[src/rtl/riscv_core_pkg.sv]
// rtl/riscv_core_pkg.sv - shared types and helpers for the core memory arbiter
package riscv_core_pkg;

  localparam int XLEN_DEFAULT = 64;

  typedef enum logic [1:0] {
    ARB_IDLE = 2'd0,
    ARB_REQ  = 2'd1,
    ARB_RSP  = 2'd2
  } arb_state_e;

  // Winner index among eligible requesters; only meaningful when one is eligible.
  function automatic logic arb_pick(input logic elig0, input logic elig1, input logic last);
    if (elig0 && elig1) begin
      return ~last;
    end
    return elig1;
  endfunction

endpackage

[src/rtl/riscv_core_mux2x1.sv]
// rtl/riscv_core_mux2x1.sv - generic two-input multiplexer
module riscv_core_mux2x1 #(
  parameter int WIDTH = 64
) (
  input  logic [WIDTH-1:0] d0,
  input  logic [WIDTH-1:0] d1,
  input  logic             sel,
  output logic [WIDTH-1:0] y
);

  assign y = sel ? d1 : d0;

endmodule

[src/rtl/riscv_core_mem_arbiter.sv]
// rtl/riscv_core_mem_arbiter.sv - round-robin fetch/data arbiter onto one memory port
module riscv_core_mem_arbiter
  import riscv_core_pkg::*;
#(
  parameter int XLEN = XLEN_DEFAULT
) (
  input  logic              i_clk,
  input  logic              i_rst_n,
  input  logic              i_arb_req0_valid,
  input  logic [XLEN-1:0]   i_arb_req0_addr,
  output logic              o_arb_req0_ready,
  input  logic              i_arb_req1_valid,
  input  logic [XLEN-1:0]   i_arb_req1_addr,
  input  logic [XLEN-1:0]   i_arb_req1_wdata,
  input  logic              i_arb_req1_we,
  input  logic [XLEN/8-1:0] i_arb_req1_strb,
  input  logic              i_arb_req1_lock,
  output logic              o_arb_req1_ready,
  output logic              o_arb_rsp0_valid,
  output logic              o_arb_rsp1_valid,
  output logic [XLEN-1:0]   o_arb_rsp_rdata,
  output logic              o_arb_mem_valid,
  output logic [XLEN-1:0]   o_arb_mem_addr,
  output logic [XLEN-1:0]   o_arb_mem_wdata,
  output logic              o_arb_mem_we,
  output logic [XLEN/8-1:0] o_arb_mem_strb,
  input  logic              i_arb_mem_ready,
  input  logic              i_arb_mem_rvalid,
  input  logic [XLEN-1:0]   i_arb_mem_rdata,
  output logic              o_arb_grant
);

  arb_state_e        state;
  logic              last_grant;
  logic              lock_q;
  logic              grant_q;
  logic              lock_cap_q;
  logic              mem_valid_q;
  logic [XLEN-1:0]   addr_q;
  logic [XLEN-1:0]   wdata_q;
  logic              we_q;
  logic [XLEN/8-1:0] strb_q;

  logic              elig0;
  logic              elig1;
  logic              any_elig;
  logic              winner;
  logic              accept;
  logic              rsp_fire;
  logic [XLEN-1:0]   addr_sel;

  // A held AMO lock shuts the fetch port out until the data port releases it.
  always_comb begin
    elig0    = i_arb_req0_valid & ~lock_q;
    elig1    = i_arb_req1_valid;
    any_elig = elig0 | elig1;
    winner   = arb_pick(elig0, elig1, last_grant);
    accept   = (state == ARB_IDLE) & any_elig;
    rsp_fire = i_arb_mem_rvalid &
               (((state == ARB_REQ) & i_arb_mem_ready) | (state == ARB_RSP));
  end

  riscv_core_mux2x1 #(
    .WIDTH (XLEN)
  ) u_addr_mux (
    .d0  (i_arb_req0_addr),
    .d1  (i_arb_req1_addr),
    .sel (winner),
    .y   (addr_sel)
  );

  always_ff @(posedge i_clk or negedge i_rst_n) begin
    if (!i_rst_n) begin
      state       <= ARB_IDLE;
      last_grant  <= 1'b1;
      lock_q      <= 1'b0;
      grant_q     <= 1'b0;
      lock_cap_q  <= 1'b0;
      mem_valid_q <= 1'b0;
      addr_q      <= '0;
      wdata_q     <= '0;
      we_q        <= 1'b0;
      strb_q      <= '0;
    end else begin
      case (state)
        ARB_IDLE: begin
          if (any_elig) begin
            state       <= ARB_REQ;
            mem_valid_q <= 1'b1;
            grant_q     <= winner;
            last_grant  <= winner;
            addr_q      <= addr_sel;
            wdata_q     <= winner ? i_arb_req1_wdata : '0;
            we_q        <= winner & i_arb_req1_we;
            strb_q      <= winner ? i_arb_req1_strb : '0;
            lock_cap_q  <= winner & i_arb_req1_lock;
          end
        end
        ARB_REQ: begin
          if (i_arb_mem_ready) begin
            mem_valid_q <= 1'b0;
            if (i_arb_mem_rvalid) begin
              state <= ARB_IDLE;
              if (grant_q) begin
                lock_q <= lock_cap_q;
              end
            end else begin
              state <= ARB_RSP;
            end
          end
        end
        ARB_RSP: begin
          if (i_arb_mem_rvalid) begin
            state <= ARB_IDLE;
            if (grant_q) begin
              lock_q <= lock_cap_q;
            end
          end
        end
        default: begin
          state <= ARB_IDLE;
        end
      endcase
    end
  end

  // Readies are combinational, so they are masked while reset is held.
  assign o_arb_req0_ready = i_rst_n & accept & ~winner;
  assign o_arb_req1_ready = i_rst_n & accept & winner;
  assign o_arb_rsp0_valid = rsp_fire & ~grant_q;
  assign o_arb_rsp1_valid = rsp_fire & grant_q;
  assign o_arb_rsp_rdata  = rsp_fire ? i_arb_mem_rdata : '0;
  assign o_arb_mem_valid  = mem_valid_q;
  assign o_arb_mem_addr   = addr_q;
  assign o_arb_mem_wdata  = wdata_q;
  assign o_arb_mem_we     = we_q;
  assign o_arb_mem_strb   = strb_q;
  assign o_arb_grant      = grant_q;

endmodule
[config.mk]
export PLATFORM = sky130hd
export DESIGN_NAME = riscv_core_mem_arbiter
export DESIGN_NICKNAME = d
export VERILOG_FILES = /design/src/rtl/riscv_core_pkg.sv /design/src/rtl/riscv_core_mux2x1.sv /design/src/rtl/riscv_core_mem_arbiter.sv
export SDC_FILE = /design/constraint.sdc
export NUM_CORES = 1
export LEC_CHECK = 0
export CAP_MARGIN = 25
export CELL_PAD_IN_SITES_DETAIL_PLACEMENT = 0
export CELL_PAD_IN_SITES_GLOBAL_PLACEMENT = 2
export CORE_ASPECT_RATIO = 1.5
export CORE_MARGIN = 4
export CORE_UTILIZATION = 21
export DETAILED_ROUTE_END_ITERATION = 16
export GPL_ROUTABILITY_DRIVEN = 0
export PLACE_DENSITY = 0.93
export SYNTH_ARGS = -nofsm -noshare
export SYNTH_HDL_FRONTEND = slang
export SYNTH_SLANG_ARGS = --single-unit
[constraint.sdc]
create_clock -name i_clk -period 2.58 [get_ports i_clk]
set_input_delay 0.387 -clock i_clk [delete_from_list [all_inputs] [get_ports i_clk]]
set_output_delay 0.387 -clock i_clk [all_outputs]
set_load 0.01 [all_outputs]
# Word-level counts from Yosys, hierarchy flattened
# Cells that the tools add are included.
# totals
mem_bits_ro,0
ram_bits,0
inputBits,272
latchBits,0
out_inout_bits,207
wordCells,59
mem_count,0
reg_bits,144
# op_classes
n_bitwise,17
mux,19
reduce_logical,8
addsub,0
magnitude_cmp,0
n_mul,0
div_mod_pow,0
n_eq_ne,5
n_shift,0
# op_table
operator,n
2-to-1 mux 64 bit,3
bitwise AND 1 bit,11
2-to-1 mux 1 bit,8
2-to-1 mux 2 bit,4
2-to-1 mux 8 bit,1
"inequality test 2 bit, second input constant",3
one-hot mux 2 bit (3 select lines),1
AND reduction 3 bit,2
inverter 1 bit,4
one-hot mux 1 bit (2 select lines),2
AND reduction 2 bit,2
nonzero test 2 bit,2
"equality test 2 x 1 -> 1 bit, second input constant",1
"equality test 2 bit, second input constant",1
zero test 2 bit,1
OR 1 bit,2
logical AND 1 bit,1

# Logic depth before layout (Yosys ltp)
# Gate-level depths: netlist of the first run.
# depth
depth_word,7
ltp_mapped,6
ltp_nobuf,3

# Cells and area by module
# Synthesis of the first run repeated with hierarchy kept, for this count alone.
# unflattened
cells_unflattened,470
area_unflattened_um2,6806.5
# by_module_without_submodules
mod,instances,seq_area_each_um2,cells_each,area_each_um2
riscv_core_mem_arbiter,1,3604.7,399,5729.2
riscv_core_mux2x1,1,0.0,71,1077.3

# Worst setup path after synthesis of the first run
# OpenSTA, ideal clock, no wires.
# synth_path
path_type,reg-to-output
start,reg state[1]
end,out o_arb_req1_ready
path_buffers,2
required_time_ps,2193
arrival_ps,1382
path_stages_with_launch,6
slack_ps,811
cell_sequence,dfrtp_1 or2_1 nor3_4 buf_2 buf_4 and2_1
# synth_between
elab_chain_cells,4
# synth_rtl
element,line,text
start: declaration,riscv_core_mem_arbiter.sv:33,arb_state_e state;
start signal: assignment,riscv_core_mem_arbiter.sv:74,state <= ARB_IDLE;
start signal: assignment,riscv_core_mem_arbiter.sv:88,state <= ARB_REQ;
start signal: assignment,riscv_core_mem_arbiter.sv:103,state <= ARB_IDLE;
zero test 2 bit,riscv_core_mem_arbiter.sv:58,accept = (state == ARB_IDLE) & any_elig;
bitwise AND 1 bit,riscv_core_mem_arbiter.sv:58,
bitwise AND 1 bit (2 in series),riscv_core_mem_arbiter.sv:129,assign o_arb_req1_ready = i_rst_n & accept & winner;
end: declaration,riscv_core_mem_arbiter.sv:18,"output logic o_arb_req1_ready,"
# No other way between the ends.

# Worst setup path after layout of the first run
# layout_path
start,reg state[1]
end,out o_arb_rsp_rdata[14]
# layout_between
elab_chain_cells,5
elab_cells_between_ends,6
classes_between,eq/ne: 2; mux: 1; bitwise: 3
# layout_rtl
element,line,text
equality test 2 x 1 -> 1 bit,riscv_core_mem_arbiter.sv:60,(((state == ARB_REQ) & i_arb_mem_ready) | (state == ARB_RSP));
bitwise AND 1 bit,riscv_core_mem_arbiter.sv:60,
OR 1 bit *,riscv_core_mem_arbiter.sv:60,
bitwise AND 1 bit *,riscv_core_mem_arbiter.sv:59,rsp_fire = i_arb_mem_rvalid &
2-to-1 mux 64 bit *,riscv_core_mem_arbiter.sv:132,assign o_arb_rsp_rdata = rsp_fire ? i_arb_mem_rdata : '0;
end: declaration,riscv_core_mem_arbiter.sv:21,"output logic [XLEN-1:0] o_arb_rsp_rdata,"
# Every way passes the cells marked *; elsewhere a longest branch is shown, timed or not.

==> results of run 1 <==
## layer usage
layer	vias to the layer above	track usage [%]	share of wire, %
met1	3524	17.6	35
met2	372	30.2	52
met3	55	6.51	9.2
met5	-	0	0.040
li1	3313	-	-
met4	2	7.67	3.4
## cells by family after synthesis
logic type | after synthesis
AO/OA/AOI/OAI | 277
buffers and inverters | 81
flip-flops | 144
multiplexers | 1
AND/OR/NAND/NOR | 141
## registers in the layout (all words and copies together) (netlist names)
register         cells
o_arb_mem_addr      64
o_arb_mem_we         1
lock_cap_q           1
lock_q               1
state                2
o_arb_grant          1
o_arb_mem_valid      1
o_arb_mem_strb       8
last_grant           1
o_arb_mem_wdata     64
## power by group through the flow
stage          Clock, uW  Combinational (uW)  Sequential [uW]
4_1_cts             2530                6170             3860
3_5_place_dp           0                6170             3870
2_1_floorplan          0                2360             4260
5_1_grt             2610                6490             3990
3_3_place_gp           0                6130             3860
6_report            2430                6070             3860
## cells in the final DEF (no fill, tap or decap), types with 2 or more instances in the layout
cell type	netlist	layout
clkdlybuf4s50_1	0	408
dfrtp_1	143	142
and2_1	129	129
a22o_1	74	74
dlygate4sd2_1	0	67
o21ai_0	65	65
a2bb2oi_1	65	65
a221oi_1	64	64
clkbuf_16	0	17
buf_4	6	16
inv_8	0	5
inv_6	0	4
buf_12	0	4
clkinv_2	0	3
a21oi_1	4	3
nand3b_1	2	2
nand2_1	2	2
a21o_1	3	2
clkinv_4	0	2
buf_16	0	2
## how the worst max path moves through the flow
| stage | startpoint | end | depth (start not counted) |
|---|---|---|---|
| after global placement | i_arb_mem_ready | o_arb_rsp_rdata[14] | 6 |
| after CTS | state[1] | o_arb_rsp_rdata[14] | 6 |
| after global routing | state[1] | o_arb_rsp_rdata[14] | 6 |
| after floorplan | state[1] | o_arb_req1_ready | 5 |
| final | state[1] | o_arb_rsp_rdata[14] | 6 |
| after detailed placement | i_arb_mem_ready | o_arb_rsp_rdata[14] | 6 |
## final cells by class
type                            instances  area, um2
Multi-Input combinational cell        419       3100
Clock inverter                         15        143
Clock buffer                           17        425
Sequential cell                       144       3610
Timing Repair Buffer                  501       4960
Inverter                                2       8.76
Antenna cell                            1       2.50
Fill cell                            3312      20600
Tap cell                              420        526
## repair_timing
item                       4_1_cts  5_1_grt
setup buffers                    4        0
pin swaps                        0        0
resized for setup               70        2
setup endpoints to repair       68       23
gates cloned                     1        0
hold endpoints to repair         9        0
hold buffers                     1        0
## per-stage QoR
step / total power [uW] / utilization [%] / setup slack, ns / setup TNS (ns) / area (um2)
3_5_place_dp: 10000 / 36.5 / -0.0769 / -1.37 / 12200
5_1_grt: 13100 / 38.3 / -0.00496 / -0.00541 / 12800
3_3_place_gp: 10000 / 36.5 / -0.0933 / -2.40 / 12200
6_report: 12400 / 38.3 / 0.114 / 0 / 12800
4_1_cts: 12600 / 38.2 / 0.0449 / 0 / 12700
2_1_floorplan: 6620 / - / 0.811 / 0 / 7060
==> run_results.csv, run 1 <==
group,metric,value,unit
yosys,async_reset_ff_share,100,%
power_and_ir_drop,switchingPower,4420,uW
yosys,synth-main-ff-cell,"dfrtp_1",
setup_path,cp_max_fo,32,
yosys,synth.area.top_cells,"dfrtp_1, and2_1, a22o_1",
power_and_ir_drop,p_leak,0.00539,uW
yosys,seq_area_frac_synth,51.1,%
yosys,yosys.area.top_type_share,50.7,%
power_and_ir_drop,ir_drop,516,uV
routing,viasPerCell,4.78,
yosys,yosysWarnings,0,
timing,hold_violations,0,
clock_network,clk_latency,0.44,ns
yosys,synth-seq-cells,144,
yosys,syn-num-nets,916,
timing,drv_slew,0,
die,die_area,0.0367,mm2
finish,instances_no_fill,1519,
routing,dr.pass1.iters,6,
yosys,ys_types,28,
timing,setup_viol,0,
grt,grtUsageTotal,17.1,%
setup_path,arrival,2.08,ns
yosys,synth_fa_ha_area_share,0,%
setup_path,required,2.19,ns
yosys,synth_compound_area_share,30.6,%
timing,max_slew_margin,42.8,%
clock_network,cts_sinks,144,
setup_path,reg2reg_from,"state[1]",
grt,grt_pass1_wl,47400,um
clock_network,cts_tree,"yes",
clock_network,clockBufferDepth,2,
timing,fmax,405,MHz
hold_path,hold_path.class,"in -> async",
setup_path,r2r_cells,6,
power_and_ir_drop,power_frac_clock,19.7,%
yosys,syn_avg_cell_area,11.0,um2
timing,max_slew.worst_pin.slew,0.858,ns
clock_network,numCtsBuffers,17,
die,core-area,0.0333,mm2
die,die_width,158,um
place,dp_hpwl,23300,um
timing,skew,0.0180,ns
setup_path,crit_chain,"nand3b_1 > a21boi_4 > buf_12 > buf_16 > and2_1 > clkdlybuf4s15_1",
setup_path,r2r-end,"o_arb_mem_wdata[50]",
routing,drc_errors,0,
setup_path,crit_path_start_kind,"flop",
yosys,synth_area_leader_cell,"dfrtp_1",
routing,dr_total_vias,7266,
clock_network,cts-root-buf,"clkbuf_16",
setup_path,cp_slowest_cell,"dfrtp_1",
setup_path,max_stage_delay,0.40,ns
timing,whs,0.335,ns
finish,area_growth,81.0,%
die,num_io_pins,479,
grt,grt_pass1_vias,7870,
outcome,status,"finished clean",
power_and_ir_drop,p_int,7940,uW
clock_network,path_clk_slew,0.07,ns
grt,grt_max_degree,131,
power_and_ir_drop,p_seq_share,31.2,%
setup_path,rrSetupSlack,0.32,ns
die,start_util,21.2,%
clock_network,h-tree-depth,4,
setup_path,path_buf_inv,3,
setup_path,end_kind,"output port",
flow_run,drv_cap,0,
yosys,synth_top_family_by_area,"compound AO/OA/AOI/OAI gates",
routing,wl,32400,um
finish,drive_gt1_share,6.19,%
power_and_ir_drop,sw_frac_of_total,35.8,%
yosys,yosys.area_share.simple,12.7,%
timing,min_period,2.47,ns
place,portBuffers,478,
setup_path,critPathKind,"reg -> out",
setup_path,path_delay_family,"buffers and inverters",
die,rows,82,
yosys,syn-cell-area,0.00706,mm2
yosys,synth_xor_xnor_area_share,0,%
routing,drtIter0Drc,381,
die,die_h,233,um
grt,antenna_found_initial,3,
power_and_ir_drop,power.density,968,mW/mm2
yosys,synth_edf_count,0,
routing,wl_per_cell,21.3,um
timing,final.period_utilization,95.6,%
grt,grt.overflow.total,0,
yosys,ys_top_cells_by_count,"dfrtp_1, and2_1, a22o_1",
power_and_ir_drop,comb_power_share,49.1,%
yosys,synth_mux_area_share,0.160,%
routing,drtAntennaViolNets,0,
finish,finalNetCount,1357,
yosys,syn_inst,644,
yosys,synth_most_common_cell,"dfrtp_1",
place,dpl.cell_count,1479,
Note: power is estimated with default switching activity, not from simulation.
==> run 2: changes to the inputs <==
--- a/config.mk
+++ b/config.mk
@@ -6,14 +6,14 @@
 export NUM_CORES = 1
 export LEC_CHECK = 0
 export CAP_MARGIN = 25
-export CELL_PAD_IN_SITES_DETAIL_PLACEMENT = 0
-export CELL_PAD_IN_SITES_GLOBAL_PLACEMENT = 2
-export CORE_ASPECT_RATIO = 1.5
-export CORE_MARGIN = 4
-export CORE_UTILIZATION = 21
+export CELL_PAD_IN_SITES_DETAIL_PLACEMENT = 1
+export CELL_PAD_IN_SITES_GLOBAL_PLACEMENT = 1
+export CORE_AREA = 10 10 180 182
 export DETAILED_ROUTE_END_ITERATION = 16
+export DIE_AREA = 0 0 190 192
 export GPL_ROUTABILITY_DRIVEN = 0
-export PLACE_DENSITY = 0.93
+export PLACE_DENSITY = 0.86
+export SKIP_CTS_REPAIR_TIMING = 1
 export SYNTH_ARGS = -nofsm -noshare
 export SYNTH_HDL_FRONTEND = slang
 export SYNTH_SLANG_ARGS = --single-unit
==> run 2 against run 1 <==
  * Register-to-register slack better by 0.21 ns
  * Fmax up 4.2%
  * Die area down 0.51%
  * Critical path type unchanged
==> run_results.csv, run 2 (synthesis gave the netlist of run 1 again) <==
group,metric,value,unit
die,rows,62,
finish,finalNetCount,1359,
setup_path,r2r-end,"o_arb_mem_addr[56]",
clock_network,clockBufferDepth,2,
power_and_ir_drop,sw_frac_of_total,36.3,%
place,dp_hpwl,27800,um
setup_path,required,2.19,ns
finish,multi_input_area,0.00310,mm2
die,start_util,24.7,%
setup_path,end_kind,"output port",
power_and_ir_drop,ir_drop,490,uV
power_and_ir_drop,switchingPower,4610,uW
power_and_ir_drop,comb_power_share,49.7,%
setup_path,r2r_cells,5,
routing,wl_per_cell,25.7,um
clock_network,numCtsBuffers,17,
timing,skew,0.0106,ns
finish,register_area,0.00361,mm2
routing,wl,38100,um
clock_network,cts_tree,"yes",
grt,grt.overflow.total,0,
place,portBuffers,478,
clock_network,h-tree-depth,4,
die,num_io_pins,479,
grt,grt_pass1_vias,8240,
clock_network,cts-root-buf,"clkbuf_16",
setup_path,rrSetupSlack,0.53,ns
routing,viasPerCell,5.05,
timing,fmax,423,MHz
hold_path,hold_path.class,"in -> async",
power_and_ir_drop,power.density,977,mW/mm2
grt,grt_max_degree,130,
timing,hold_violations,0,
die,die_area,0.0365,mm2
timing,drv_slew,0,
finish,mostFrequentLayoutCells,"clkdlybuf4s50_1, dfrtp_1, and2_1",
timing,max_slew.worst_pin.slew,0.831,ns
finish,instances_no_fill,1484,
die,core-area,0.0286,mm2
routing,dr_total_vias,7491,
timing,max_slew_margin,44.6,%
routing,drtIter0Drc,309,
routing,drc_errors,0,
die,die_h,192,um
routing,dr.pass1.iters,4,
grt,grtUsageTotal,19.5,%
power_and_ir_drop,p_seq_share,31.0,%
timing,final.period_utilization,91.7,%
setup_path,reg2reg_from,"lock_q",
setup_path,crit_path_start_kind,"flop",
routing,drtAntennaViolNets,0,
setup_path,crit_end,"o_arb_rsp_rdata[26]",
power_and_ir_drop,power_frac_clock,19.3,%
finish,drive_gt1_share,6.46,%
grt,antenna_found_initial,2,
timing,min_period,2.37,ns
finish,area_growth,84.3,%
outcome,status,"finished clean",
finish,utilization,45.4,%
finish,nFillCells,3046,
flow_run,drv_cap,0,
setup_path,crit_path_start,"state[1]",
clock_network,cts_sinks,144,
die,die_width,190,um
grt,grt_pass1_wl,54500,um
finish,final_common_cell,"clkdlybuf4s50_1",
clock_network,path_clk_slew,0.07,ns
place,dpl.cell_count,1447,
setup_path,critPathKind,"reg -> out",
clock_network,clk_latency,0.42,ns
timing,setup_viol,0,
power_and_ir_drop,p_leak,0.00628,uW
timing,rsz0062_at_grt,"no",
power_and_ir_drop,p_int,8100,uW
setup_path,cp_max_fo,16,
setup_path,arrival,1.98,ns
-- run 2: cell count changes in the layout (fill, tap and decap cells not counted), sizes merged --
cell / change
bufinv: +1
clkbuf: +3
clkdlybuf4s15: -1
clkinv: -6
clkinvlp: +3
dlygate4sd2: -67
dlygate4sd3: -1
dlymetal6s2s: +68
inv: +1
-- run 2: worst max-delay path: stages, from the launching register on --
cell            delay, ns
dfrtp_2              0.45
nand3b_1             0.23
a21boi_4             0.19
buf_12               0.15
clkbuf_16            0.17
and2_1               0.14
dlymetal6s2s_1       0.22
-- run 2: worst min-delay path by stage --
| stage | startpoint | endpoint | slack (ns) | cells past startpoint |
|---|---|---|---|---|
| finish | i_rst_n | o_arb_mem_addr[18] | 0.05 | 2 |
| global route | i_rst_n | o_arb_mem_addr[24] | 0.09 | 2 |
| CTS | i_rst_n | o_arb_mem_addr[18] | 0.08 | 2 |
| detailed placement | lock_cap_q | lock_cap_q | 0.49 | 1 |
| global placement | o_arb_mem_wdata[23] | o_arb_mem_wdata[23] | 0.49 | 1 |
| floorplan | i_rst_n | lock_cap_q | 0.09 | 0 |
-- run 2: layout make-up --
class,instances,area share (%)
Sequential cell,144,27.7
Timing Repair Buffer,503,40.3
Tap cell,384,3.69
Clock buffer,17,3.27
Antenna cell,1,0.0192
Multi-Input combinational cell,419,23.8
Clock inverter,14,1.11
Inverter,2,0.0769
-- run 2: power groups by stage --
stage          Clock [uW]  Combinational, uW  Sequential (uW)
6_report             2460               6310             3930
3_3_place_gp            0               6210             3880
3_5_place_dp            0               6330             3940
4_1_cts              2540               6340             3930
2_1_floorplan           0               2360             4260
5_1_grt              2640               6770             4060
-- run 2: through the flow --
stage	power, uW	area [um2]	hold slack (ns)	setup TNS [ns]	setup WS [ns]
global route	13500	13000	0.0871	0	0.102
floorplan	6620	7060	0.0914	0	0.811
detailed placement	10300	12100	0.490	-3.06	-0.110
global placement	10100	12100	0.487	-0.247	-0.0511
CTS	12800	12700	0.0781	-5.83	-0.161
finish	12700	13000	0.0537	0	0.214
-- run 2: metal layers --
layer	wire, um	GRT usage (%)	part of all wire, %	vias up
met5	7	0	0.018	-
met4	737	4.88	1.9	2
met3	4180	9.48	11	35
met2	18400	32.1	48	360
met1	14700	22.2	39	3773
li1	-	-	-	3321
==> run 3: changes to the inputs <==
--- a/config.mk
+++ b/config.mk
@@ -12,7 +12,9 @@
 export DETAILED_ROUTE_END_ITERATION = 16
 export DIE_AREA = 0 0 190 192
 export GPL_ROUTABILITY_DRIVEN = 0
+export MAX_ROUTING_LAYER = met4
 export PLACE_DENSITY = 0.86
+export RECOVER_POWER = 25
 export SKIP_CTS_REPAIR_TIMING = 1
 export SYNTH_ARGS = -nofsm -noshare
 export SYNTH_HDL_FRONTEND = slang
==> run 3 against run 2 <==
  * Total power about the same
  * Sequential share of layout area about the same
  * Clock power about the same
  * Design area about the same
  * Largest power group unchanged
  * Die area unchanged
  * Critical endpoint unchanged
==> run_results.csv, run 3 (synthesis gave the netlist of run 1 again) <==
group,metric,value,unit
outcome,status,"finished clean",
clock_network,clk_latency,0.42,ns
setup_path,rrSetupSlack,0.53,ns
routing,drtIter0Drc,309,
die,die_width,190,um
finish,mostFrequentLayoutCells,"clkdlybuf4s50_1, dfrtp_1, and2_1",
timing,min_period,2.39,ns
routing,wl,38100,um
timing,fmax,418,MHz
timing,setup_viol,0,
grt,grt.overflow.total,0,
clock_network,path_clk_slew,0.06,ns
clock_network,clockBufferDepth,2,
setup_path,max_stage_delay,0.45,ns
power_and_ir_drop,design_power_total,12700,uW
timing,drv_slew,0,
power_and_ir_drop,sw_frac_of_total,36.3,%
power_and_ir_drop,ir_drop,487,uV
routing,wl_per_cell,25.7,um
timing,max_slew_margin,6.68,%
grt,met3_usage,9.19,%
finish,final_common_cell,"clkdlybuf4s50_1",
timing,max_slew.worst_pin.slew,1.40,ns
timing,hold_violations,0,
die,die_h,192,um
grt,antenna_found_initial,2,
setup_path,path_buf_inv,3,
grt,grt_pass1_vias,8304,
power_and_ir_drop,power_frac_clock,19.3,%
routing,dr.pass1.iters,4,
setup_path,crit_path_start_kind,"flop",
power_and_ir_drop,switchingPower,4610,uW
timing,rsz0062_at_grt,"no",
timing,setup_tns,0,ns
finish,finalNetCount,1359,
hold_path,hold_path.class,"in -> async",
finish,nFillCells,3040,
clock_network,cts_sinks,144,
setup_path,cp_slowest_cell,"dfrtp_1",
setup_path,critPathKind,"reg -> out",
setup_path,cp_max_fo,16,
finish,drive_gt1_share,6.28,%
die,num_io_pins,479,
power_and_ir_drop,p_int,8090,uW
place,portBuffers,478,
timing,skew,0.0111,ns
setup_path,r2r_cells,4,
clock_network,h-tree-depth,4,
grt,use_met1,22.4,%
die,core-area,0.0286,mm2
setup_path,reg2reg_from,"state[1]",
setup_path,crit_chain,"nand3b_1 > a21boi_4 > buf_12 > clkbuf_16 > and2_1 > dlymetal6s2s_1",
grt,grt-busiest-layer,"met2",
clock_network,cts-root-buf,"clkbuf_16",
setup_path,r2r-end,"o_arb_mem_addr[33]",
die,rows,62,
routing,drtAntennaViolNets,0,
die,start_util,24.7,%
flow_run,drv_cap,0,
setup_path,end_kind,"output port",
grt,met2_usage,32.0,%
timing,final.period_utilization,92.7,%
clock_network,numCtsBuffers,17,
power_and_ir_drop,comb_power_share,49.7,%
routing,dr_total_vias,7490,
routing,drc_errors,0,
die,die_area,0.0365,mm2
place,dp_hpwl,27800,um
grt,grt_pass1_wl,54300,um
power_and_ir_drop,power.density,977,mW/mm2
finish,area_growth,84.2,%
clock_network,cts_tree,"yes",
grt,grt_max_degree,130,
routing,viasPerCell,5.04,
grt,grtUsageTotal,20.0,%
power_and_ir_drop,p_seq_share,30.9,%
setup_path,arrival,2.00,ns
power_and_ir_drop,p_leak,0.00627,uW
setup_path,required,2.19,ns
setup_path,path_delay_family,"buffers and inverters",
## run 3: cell types whose count changed in the layout (fill, tap and decap cells not counted), sizes merged
cell	previous run	this run
clkbuf	20	24
diode	1	2
buf	24	20
## run 3: final cells by class
class / count / area [um2] / share of cell area (%)
repair buffers: 503 / 5230 / 40.3
multi-input cells: 419 / 3100 / 23.8
flip-flops and latches: 144 / 3610 / 27.7
diodes: 2 / 5.00 / 0.0385
well taps: 384 / 480 / 3.70
clock buffers: 17 / 425 / 3.27
clock inverters: 14 / 144 / 1.11
inverters: 2 / 10.0 / 0.0770
## run 3: per-layer routing
metal | share of wire, % | vias to the layer above
met5 | 0 | -
met4 | 2.3 | 0
met3 | 11 | 47
met2 | 48 | 372
met1 | 39 | 3754
li1 | - | 3317
## run 3: worst max-delay path by stage
stage | from | to | slack, ns | cells past startpoint
2_1_floorplan | state[1] | o_arb_req1_ready | 0.81 | 5
3_3_place_gp | i_arb_mem_ready | o_arb_rsp_rdata[26] | -0.05 | 6
3_5_place_dp | i_arb_mem_ready | o_arb_rsp_rdata[26] | -0.11 | 6
4_1_cts | state[1] | o_arb_rsp_rdata[26] | -0.16 | 5
5_1_grt | state[1] | o_arb_rsp_rdata[26] | 0.08 | 6
6_report | state[1] | o_arb_rsp_rdata[26] | 0.19 | 6
## run 3: per-stage QoR
step / std cells / cell area [um2] / utilization (%) / setup WS [ns] / hold WS (ns)
2_1_floorplan: 644 / 7060 / - / 0.811 / 0.0914
3_3_place_gp: 1447 / 12100 / 42.4 / -0.0511 / 0.487
3_5_place_dp: 1447 / 12100 / 42.4 / -0.110 / 0.490
4_1_cts: 1478 / 12700 / 44.4 / -0.161 / 0.0781
5_1_grt: 1485 / 13000 / 45.4 / 0.0819 / 0.508
6_report: 1485 / 13000 / 45.4 / 0.190 / 0.385
## run 3: power by group through the flow
stage          Clock, uW  Combinational, uW  Sequential (uW)
2_1_floorplan          0               2360             4260
3_3_place_gp           0               6210             3880
3_5_place_dp           0               6330             3940
4_1_cts             2540               6340             3930
5_1_grt             2640               6770             4060
6_report            2460               6320             3930
